===== config.mk =====
export PLATFORM = sky130hd
export DESIGN_NAME = prio_encoder_pipe_flat
export DESIGN_NICKNAME = d
export VERILOG_FILES = /design/src/rtl/prio_enc_if.sv /design/src/rtl/prio_encoder_pipe.sv /design/src/flat_wrapper.sv
export SDC_FILE = /design/constraint.sdc
export NUM_CORES = 1
export LEC_CHECK = 0
export ABC_AREA = 1
export ABC_CLOCK_PERIOD_IN_PS = 1800
export CORE_UTILIZATION = 45
export CTS_CLUSTER_SIZE = 12
export DETAILED_ROUTE_END_ITERATION = 10
export GPL_ROUTABILITY_DRIVEN = 1
export GPL_TIMING_DRIVEN = 0
export HOLD_SLACK_MARGIN = 0.12
export PLACE_DENSITY = 0.81
export SYNTH_ARGS = -nofsm -noshare
export SYNTH_HDL_FRONTEND = slang
export SYNTH_SLANG_ARGS = --single-unit

===== constraint.sdc =====
create_clock -name clk -period 1.8 [get_ports clk]
set_input_delay 0.36 -clock clk [delete_from_list [all_inputs] [get_ports clk]]
set_output_delay 0.36 -clock clk [all_outputs]
set_load 0.005 [all_outputs]

===== src/rtl/prio_enc_if.sv =====
// Stream bundle for prio_encoder_pipe: request vector in, encoded index beats out.
// out_count exists only when PRIO_ENC_POPCOUNT_EN is defined.
interface prio_enc_if #(
  parameter int unsigned WIDTH = 8,
  parameter int unsigned IDX_W = $clog2(WIDTH)
);
  localparam int unsigned CNT_W = $clog2(WIDTH + 1);

  logic             in_valid;
  logic             in_ready;
  logic [WIDTH-1:0] in_data;
  logic             in_scan;
  logic             out_valid;
  logic             out_ready;
  logic [IDX_W-1:0] out_idx;
  logic             out_any;
  logic             out_last;
`ifdef PRIO_ENC_POPCOUNT_EN
  logic [CNT_W-1:0] out_count;
`endif

  // Producer/consumer side
  modport master (
    output in_valid, in_data, in_scan, out_ready,
    input  in_ready, out_valid, out_idx, out_any, out_last
`ifdef PRIO_ENC_POPCOUNT_EN
    , input out_count
`endif
  );

  // Encoder side
  modport slave (
    input  in_valid, in_data, in_scan, out_ready,
    output in_ready, out_valid, out_idx, out_any, out_last
`ifdef PRIO_ENC_POPCOUNT_EN
    , output out_count
`endif
  );
endinterface


===== src/rtl/prio_encoder_pipe.sv =====
// Registered priority encoder with valid/ready streams. Single mode emits the
// highest set bit; scan mode emits every set bit MSB first, one beat per handshake.
// Optional macro PRIO_ENC_POPCOUNT_EN adds a registered population count output.
module prio_encoder_pipe #(
  parameter int unsigned WIDTH = 8,
  parameter int unsigned IDX_W = $clog2(WIDTH)
) (
  input logic       clk,
  input logic       rst_n,
  prio_enc_if.slave bus
);
  localparam int unsigned CNT_W = $clog2(WIDTH + 1);

  localparam logic [0:0] IDLE = 1'b0;
  localparam logic [0:0] SCAN = 1'b1;

  logic [0:0]       state_q, state_d;
  logic [WIDTH-1:0] residue_q, residue_d;
  logic             out_valid_q, out_valid_d;
  logic [IDX_W-1:0] out_idx_q, out_idx_d;
  logic             out_any_q, out_any_d;
  logic             out_last_q, out_last_d;
`ifdef PRIO_ENC_POPCOUNT_EN
  logic [CNT_W-1:0] out_count_q, out_count_d;
`endif

  logic             in_ready_c;
  logic             accept_c;
  logic             out_hs_c;
  logic [WIDTH-1:0] src_c;
  logic [IDX_W-1:0] src_idx_c;
  logic [WIDTH-1:0] src_rest_c;

  // Index of the highest set bit, 0 for an all-zero vector
  function automatic logic [IDX_W-1:0] hi_idx(input logic [WIDTH-1:0] v);
    logic [IDX_W-1:0] r;
    r = '0;
    for (int unsigned i = 0; i < WIDTH; i++) begin
      if (v[i]) r = IDX_W'(i);
    end
    return r;
  endfunction

  // Vector with the bit at position idx cleared
  function automatic logic [WIDTH-1:0] clr_bit(input logic [WIDTH-1:0] v,
                                               input logic [IDX_W-1:0] idx);
    logic [WIDTH-1:0] r;
    r = v;
    for (int unsigned i = 0; i < WIDTH; i++) begin
      if (IDX_W'(i) == idx) r[i] = 1'b0;
    end
    return r;
  endfunction

`ifdef PRIO_ENC_POPCOUNT_EN
  // Number of ones in the vector
  function automatic logic [CNT_W-1:0] popcnt(input logic [WIDTH-1:0] v);
    logic [CNT_W-1:0] r;
    r = '0;
    for (int unsigned i = 0; i < WIDTH; i++) begin
      r = r + CNT_W'(v[i]);
    end
    return r;
  endfunction
`endif

  // Handshake decode; in_ready rises in the final-beat cycle so no bubble occurs
  always_comb begin
    in_ready_c = (state_q == IDLE) && (!out_valid_q || bus.out_ready);
    accept_c   = bus.in_valid && in_ready_c;
    out_hs_c   = out_valid_q && bus.out_ready;
    src_c      = accept_c ? bus.in_data : residue_q;
    src_idx_c  = hi_idx(src_c);
    src_rest_c = clr_bit(src_c, src_idx_c);
  end

  // Next-state and output beat selection
  always_comb begin
    state_d     = state_q;
    residue_d   = residue_q;
    out_valid_d = out_valid_q;
    out_idx_d   = out_idx_q;
    out_any_d   = out_any_q;
    out_last_d  = out_last_q;
`ifdef PRIO_ENC_POPCOUNT_EN
    out_count_d = out_count_q;
`endif
    if (accept_c) begin
      out_valid_d = 1'b1;
      out_idx_d   = src_idx_c;
      out_any_d   = |bus.in_data;
`ifdef PRIO_ENC_POPCOUNT_EN
      out_count_d = popcnt(bus.in_data);
`endif
      if (bus.in_scan && (src_rest_c != '0)) begin
        residue_d  = src_rest_c;
        out_last_d = 1'b0;
        state_d    = SCAN;
      end else begin
        residue_d  = '0;
        out_last_d = 1'b1;
        state_d    = IDLE;
      end
    end else if ((state_q == SCAN) && out_hs_c) begin
      out_idx_d  = src_idx_c;
      residue_d  = src_rest_c;
      out_last_d = (src_rest_c == '0);
      state_d    = (src_rest_c == '0) ? IDLE : SCAN;
    end else if (out_hs_c) begin
      out_valid_d = 1'b0;
    end
  end

  // State, residue and output registers
  always_ff @(posedge clk or negedge rst_n) begin
    if (!rst_n) begin
      state_q     <= IDLE;
      residue_q   <= '0;
      out_valid_q <= 1'b0;
      out_idx_q   <= '0;
      out_any_q   <= 1'b0;
      out_last_q  <= 1'b0;
`ifdef PRIO_ENC_POPCOUNT_EN
      out_count_q <= '0;
`endif
    end else begin
      state_q     <= state_d;
      residue_q   <= residue_d;
      out_valid_q <= out_valid_d;
      out_idx_q   <= out_idx_d;
      out_any_q   <= out_any_d;
      out_last_q  <= out_last_d;
`ifdef PRIO_ENC_POPCOUNT_EN
      out_count_q <= out_count_d;
`endif
    end
  end

  assign bus.in_ready  = in_ready_c;
  assign bus.out_valid = out_valid_q;
  assign bus.out_idx   = out_idx_q;
  assign bus.out_any   = out_any_q;
  assign bus.out_last  = out_last_q;
`ifdef PRIO_ENC_POPCOUNT_EN
  assign bus.out_count = out_count_q;
`endif
endmodule


===== src/flat_wrapper.sv =====
// flat-port wrapper written by rule: the top's interface ports become plain ports
module prio_encoder_pipe_flat 
#(
  parameter int unsigned WIDTH = 8,
  parameter int unsigned IDX_W = $clog2(WIDTH)
)
  (clk, rst_n, bus_in_valid, bus_in_data, bus_in_scan, bus_out_ready, bus_in_ready, bus_out_valid, bus_out_idx, bus_out_any, bus_out_last);
  prio_enc_if #(.WIDTH(WIDTH), .IDX_W(IDX_W)) bus_i ();
  input logic clk;
  input logic rst_n;
  input wire logic [$bits(bus_i.in_valid)-1:0] bus_in_valid;
  input wire logic [$bits(bus_i.in_data)-1:0] bus_in_data;
  input wire logic [$bits(bus_i.in_scan)-1:0] bus_in_scan;
  input wire logic [$bits(bus_i.out_ready)-1:0] bus_out_ready;
  output wire logic [$bits(bus_i.in_ready)-1:0] bus_in_ready;
  output wire logic [$bits(bus_i.out_valid)-1:0] bus_out_valid;
  output wire logic [$bits(bus_i.out_idx)-1:0] bus_out_idx;
  output wire logic [$bits(bus_i.out_any)-1:0] bus_out_any;
  output wire logic [$bits(bus_i.out_last)-1:0] bus_out_last;
  assign bus_i.in_valid = bus_in_valid;
  assign bus_i.in_data = bus_in_data;
  assign bus_i.in_scan = bus_in_scan;
  assign bus_i.out_ready = bus_out_ready;
  assign bus_in_ready = bus_i.in_ready;
  assign bus_out_valid = bus_i.out_valid;
  assign bus_out_idx = bus_i.out_idx;
  assign bus_out_any = bus_i.out_any;
  assign bus_out_last = bus_i.out_last;
  prio_encoder_pipe #(.WIDTH(WIDTH), .IDX_W(IDX_W)) u_core (.clk(clk), .rst_n(rst_n), .bus(bus_i));
endmodule

# Word level (Yosys, flattened, before mapping)
# Cells that the tools add are included.
# word_totals
ff_bits	15
out_inout_bits	7
# op_classes
eq_ne	8
mux	31
bitwise_logic	1
n_reduce_logical	14
# op_table
op	n
2-to-1 mux 8 bit	4
2-to-1 mux 3 bit	8
2-to-1 mux 1 bit	19
equality test 3 bit (first input constant)	4
zero test 8 bit	1
nonzero test 8 bit	1
OR reduction 8 bit	1
equality test 2 x 3 -> 1 bit (first input constant)	2
logical AND 1 bit	5
nonzero test 2 bit	2
equality test 1 x 3 -> 1 bit (first input constant)	1
zero test 3 bit	1
!= test 2 x 1 -> 1 bit (second input constant)	1
AND reduction 2 bit	1
zero test 1 bit	1
logical OR 1 bit	1
inverter 1 bit	1

# Depth between registers and ports, before layout
# logic_depth
word_depth	18
ltp_mapped	17
mapped_depth_nobuf	16

# Least setup slack after synthesis
# No wires, ideal clock.
# synth_timing
path_kind	register to register
startpoint	reg u_core.out_valid_q, in the netlist u_core.bus.out_valid
endpoint	reg u_core.residue_q[1]
setup_time_ns	0.117
t_arrival_ns	1.711
required_time_ns	1.683
slack_ns	-0.029
path_stages_with_launch	15
n_path_buf	2
period_less_slack_ns	1.829
cell_sequence	dfrtp_1 nand2_4 nand3_4 buf_6 buf_6 nand2_2 nand2_1 nor2_2 nand3_1 o21ai_1 nand2_1 nor2_2 nand3_2 nand3_1 nand2_1
# synth_between
elab_chain_len	18
# synth_rtl
item	line	source
start: declaration	prio_encoder_pipe.sv:19	logic out_valid_q, out_valid_d;
start signal: assignment	prio_encoder_pipe.sv:129	out_valid_q <= out_valid_d;
zero test 1 bit	prio_encoder_pipe.sv:69	in_ready_c = (state_q == IDLE) && (!out_valid_q || bus.out_ready);
logical OR 1 bit	prio_encoder_pipe.sv:69	
logical AND 1 bit	prio_encoder_pipe.sv:69	
logical AND 1 bit	prio_encoder_pipe.sv:70	accept_c = bus.in_valid && in_ready_c;
2-to-1 mux 8 bit	prio_encoder_pipe.sv:72	src_c = accept_c ? bus.in_data : residue_q;
2-to-1 mux 1 bit	prio_encoder_pipe.sv:39	if (v[i]) r = IDX_W'(i);
2-to-1 mux 3 bit (6 in series)	prio_encoder_pipe.sv:39	
equality test 1 x 3 -> 1 bit (tied with other cells)	prio_encoder_pipe.sv:50	if (IDX_W'(i) == idx) r[i] = 1'b0;
2-to-1 mux 1 bit	prio_encoder_pipe.sv:50	
nonzero test 8 bit	prio_encoder_pipe.sv:95	if (bus.in_scan && (src_rest_c != '0)) begin
logical AND 1 bit	prio_encoder_pipe.sv:95	
2-to-1 mux 8 bit	prio_encoder_pipe.sv:95	
2-to-1 mux 8 bit	prio_encoder_pipe.sv:88	if (accept_c) begin
end signal: assignment	prio_encoder_pipe.sv:128	residue_q <= residue_d;
end: declaration	prio_encoder_pipe.sv:18	logic [WIDTH-1:0] residue_q, residue_d;
# Parallel ways exist; a longest one is shown, timed or not. The select of a mux whose other input is x is not followed.
# A chain may end at the register's enable or synchronous reset.

# Final worst setup path
# layout_timing
startpoint	reg u_core.out_valid_q, in the netlist u_core.bus.out_valid
endpoint	reg u_core.residue_q[3]
# Same word-level chain as after synthesis.

==> impl_metrics.env <==
export IMPL_hold_viol_final=0
export IMPL_ys_warnings_count=0
export IMPL_muxShareOfSynthArea_pct=0
export IMPL_hpwlAfterDp_microns=1780
export IMPL_ant_nets=0
export IMPL_whs_ns=0.453
export IMPL_synthDistinctLibCells=24
export IMPL_syn_num_nets=156
export IMPL_clk_pin_slew_worst_paths_ns=0.09
export IMPL_layout_min_cycle_time_ns=2.12
export IMPL_ios=20
export IMPL_synthSimpleGateAreaFrac_pct=40.4
export IMPL_arrival_ns=2.30
export IMPL_die_area_sq_um=2380
export IMPL_syn_area_sq_um=986
export IMPL_maxCapViolations=0
export IMPL_cts_tree="done"
export IMPL_max_freq_ghz=0.472
export IMPL_setup_slack_ns=-0.317
export IMPL_num_nets_final=200
export IMPL_vdd_drop_max_mv=1.11
export IMPL_violations="negative setup slack"
export IMPL_via_per_inst=5.87
export IMPL_startpoint_type="register"
export IMPL_first_pass_iters=6
export IMPL_crit_type="reg -> reg"
export IMPL_ys_seq_area_share_pct=38.1
export IMPL_netlist_instances=143
export IMPL_instances_no_fill=213
export IMPL_synth_top_family_by_area="simple AND/OR/NAND/NOR gates"
export IMPL_avgRoutedWirePerCell_microns=17.3
export IMPL_cts_htree_levels=1
export IMPL_n_antenna_cell=0
export IMPL_grt_total_usage_pct=25.4
export IMPL_worstPathRequired_ns=1.99
export IMPL_numPortBuffers=19
export IMPL_fin_skew_ns=0.00378
export IMPL_drive_above_1_share_pct=37.6
export IMPL_rsz0062_at_grt="true"
export IMPL_fillers=117
export IMPL_syn2layout_area_growth_pct=58.8
export IMPL_grt_ovfl_total=0
export IMPL_die_w_microns=48.8
export IMPL_cts_sinks=15
export IMPL_grt_pass1_wl_microns=4610
export IMPL_clock_latency_ns=0.29
export IMPL_slew_viol_final=0
export IMPL_final_cell_mix="nand2_1, buf_4, inv_1, clkdlybuf4s50_1, dfrtp_1"
export IMPL_synth_xor_area_share_pct=0
export IMPL_start_util_pct=49.3
export IMPL_die_h_microns=48.8
export IMPL_placed_cells=189
export IMPL_grt_pass1_vias=1070
export IMPL_first_iter_violations=74
export IMPL_cts_root_buf="clkbuf_4"
export IMPL_num_vias=1250
export IMPL_synth_compound_area_share_pct=11.3
export IMPL_synth_adder_area_share_pct=0
export IMPL_drt_wl_total_microns=3680
export IMPL_setup_tns_ns=-1.52
export IMPL_syn_area_per_cell_sq_um=6.89
export IMPL_core_sq_um=2000
export IMPL_final_common_cell="nand2_1"
export IMPL_synth_seq_cells=15
export IMPL_setup_viol=6
export IMPL_antenna_found_initial=0
export IMPL_endpoint_kind="register"
export IMPL_relSlewSlack_pct=53.4
export IMPL_crit_fanout=8
export IMPL_p_total_w=0.00275
export IMPL_finalCritPeriodShare_pct=118
export IMPL_gp_congestion=0.887
export IMPL_grt_max_degree=16
export IMPL_cts_buffers=3
export IMPL_power_density_nw_per_um2=1760
export IMPL_clockBufferDepth=2
export IMPL_rows=16
export IMPL_leakage_nw=0.781
export IMPL_drc_errors=0
export IMPL_status="finished with violations"
export IMPL_hold_path_class="in -> reg"
export IMPL_max_slew_worst_pin_slew_ns=0.697
==> per-stage QoR <==
stage	util [%]	area [sq um]	worst slack, ns
after floorplan	-	1000	0.00593
after global placement	61.1	1220	-0.657
after detailed placement	61.1	1220	-0.723
after CTS	71.4	1430	-0.137
after global routing	78.2	1570	-0.428
final	78.2	1570	-0.317
==> report_power, final <==
| group | switching (W) | internal [W] | total, W |
|---|---|---|---|
| combinational | 0.00114 | 0.000836 | 0.00197 |
| sequential | 0.000105 | 0.000470 | 0.000575 |
| clock | 0.000116 | 0.0000862 | 0.000202 |
| total | 0.00136 | 0.00139 | 0.00275 |
==> metal layers <==
metal | vias to the layer above | part of all wire (%) | global-route usage (%)
met1 | 577 | 37 | 31.6
met5 | - | 0 | 0
li1 | 550 | - | -
met3 | 27 | 7.5 | 2.18
met4 | 0 | 5.6 | 12.3
met2 | 96 | 50 | 44.0
==> synth_stat cells <==
library cell,n,area [sq um]
nand2_1,53,199
inv_1,16,60.1
dfrtp_1,15,375
nand3_1,10,50.1
nor2_1,8,30.0
o21ai_0,6,30.0
nand4_1,4,25.0
a21oi_1,3,15.0
inv_2,3,11.3
nor2_2,3,18.8
o21ai_1,3,15.0
a31oi_1,2,12.5
buf_6,2,22.5
clkinv_1,2,7.51
nand2_2,2,12.5
nor4_1,2,12.5
o21ai_2,2,17.5
nand2_4,1,11.3
nand3_2,1,10.0
nand3_4,1,17.5
nor2_4,1,11.3
o211ai_1,1,7.51
o21a_1,1,7.51
o22ai_1,1,6.26
==> critical path, stage by stage, from the launching register on <==
cell and delay (ns):
dfrtp_2 0.44, nand2_4 0.07, nand3_4 0.08, buf_8 0.16, buf_6 0.12, nand2_1 0.10, o21ai_4 0.07, nand2_2 0.07
nand2_2 0.07, nand2_4 0.10, nand3_2 0.08, nand2_2 0.08, nand2_2 0.06, nor2_2 0.18, nand3_2 0.15, nand3_2 0.11
nand2_1 0.05
==> flip-flops by register name (all words and copies together) (netlist names) <==
| signal | count |
|---|---|
| u_core.bus.out_any | 1 |
| u_core.bus.out_idx | 3 |
| u_core.bus.out_last | 1 |
| u_core.bus.out_valid | 1 |
| u_core.residue_q | 8 |
| u_core.state_q | 1 |
==> logic make-up after synthesis <==
family                 count (synthesis)
AOI/OAI and AO/OA                     19
buffers and inverters                 23
and+or+nand+nor                       86
DFF                                   15
==> path summary, 6_finish.rpt <==
path                       depth (start not counted)                           endpoint                               from  slack (ns)
max                                               16    u_core.residue_q[3]$_DFFE_PN0P_   u_core.bus.out_valid$_DFFE_PN0P_       -0.32
max in group asynchronous                          1   u_core.bus.out_valid$_DFFE_PN0P_                              rst_n        0.84
max reg2reg                                       16    u_core.residue_q[3]$_DFFE_PN0P_   u_core.bus.out_valid$_DFFE_PN0P_       -0.32
min reg2reg                                        2  u_core.bus.out_idx[2]$_DFFE_PN0P_  u_core.bus.out_idx[2]$_DFFE_PN0P_        0.50
min in group asynchronous                          1     u_core.bus.out_any$_DFFE_PN0P_                              rst_n        0.48
min                                                2    u_core.residue_q[7]$_DFFE_PN0P_                      bus_out_ready        0.45
==> area by class of cell <==
class	instances	area [sq um]	area share [%]
well taps	27	33.8	2.16
repair inverters	1	5.00	0.320
repair buffers	38	337	21.5
flip-flops and latches	15	378	24.1
clock buffers	4	26.3	1.68
inverters	21	85.1	5.44
plain buffers	2	35.0	2.24
multi-input cells	105	666	42.5
==> repair_timing <==
| item | in CTS | in global routing |
|---|---|---|
| buffers inserted | 15 | 4 |
| resized for setup | 22 | 26 |
| hold buffers | 0 | 0 |
| pin swaps | 13 | 17 |
| endpoints found under the setup margin | 10 | 10 |
| cloned | 0 | 1 |
(Power assumes the default switching activity.)
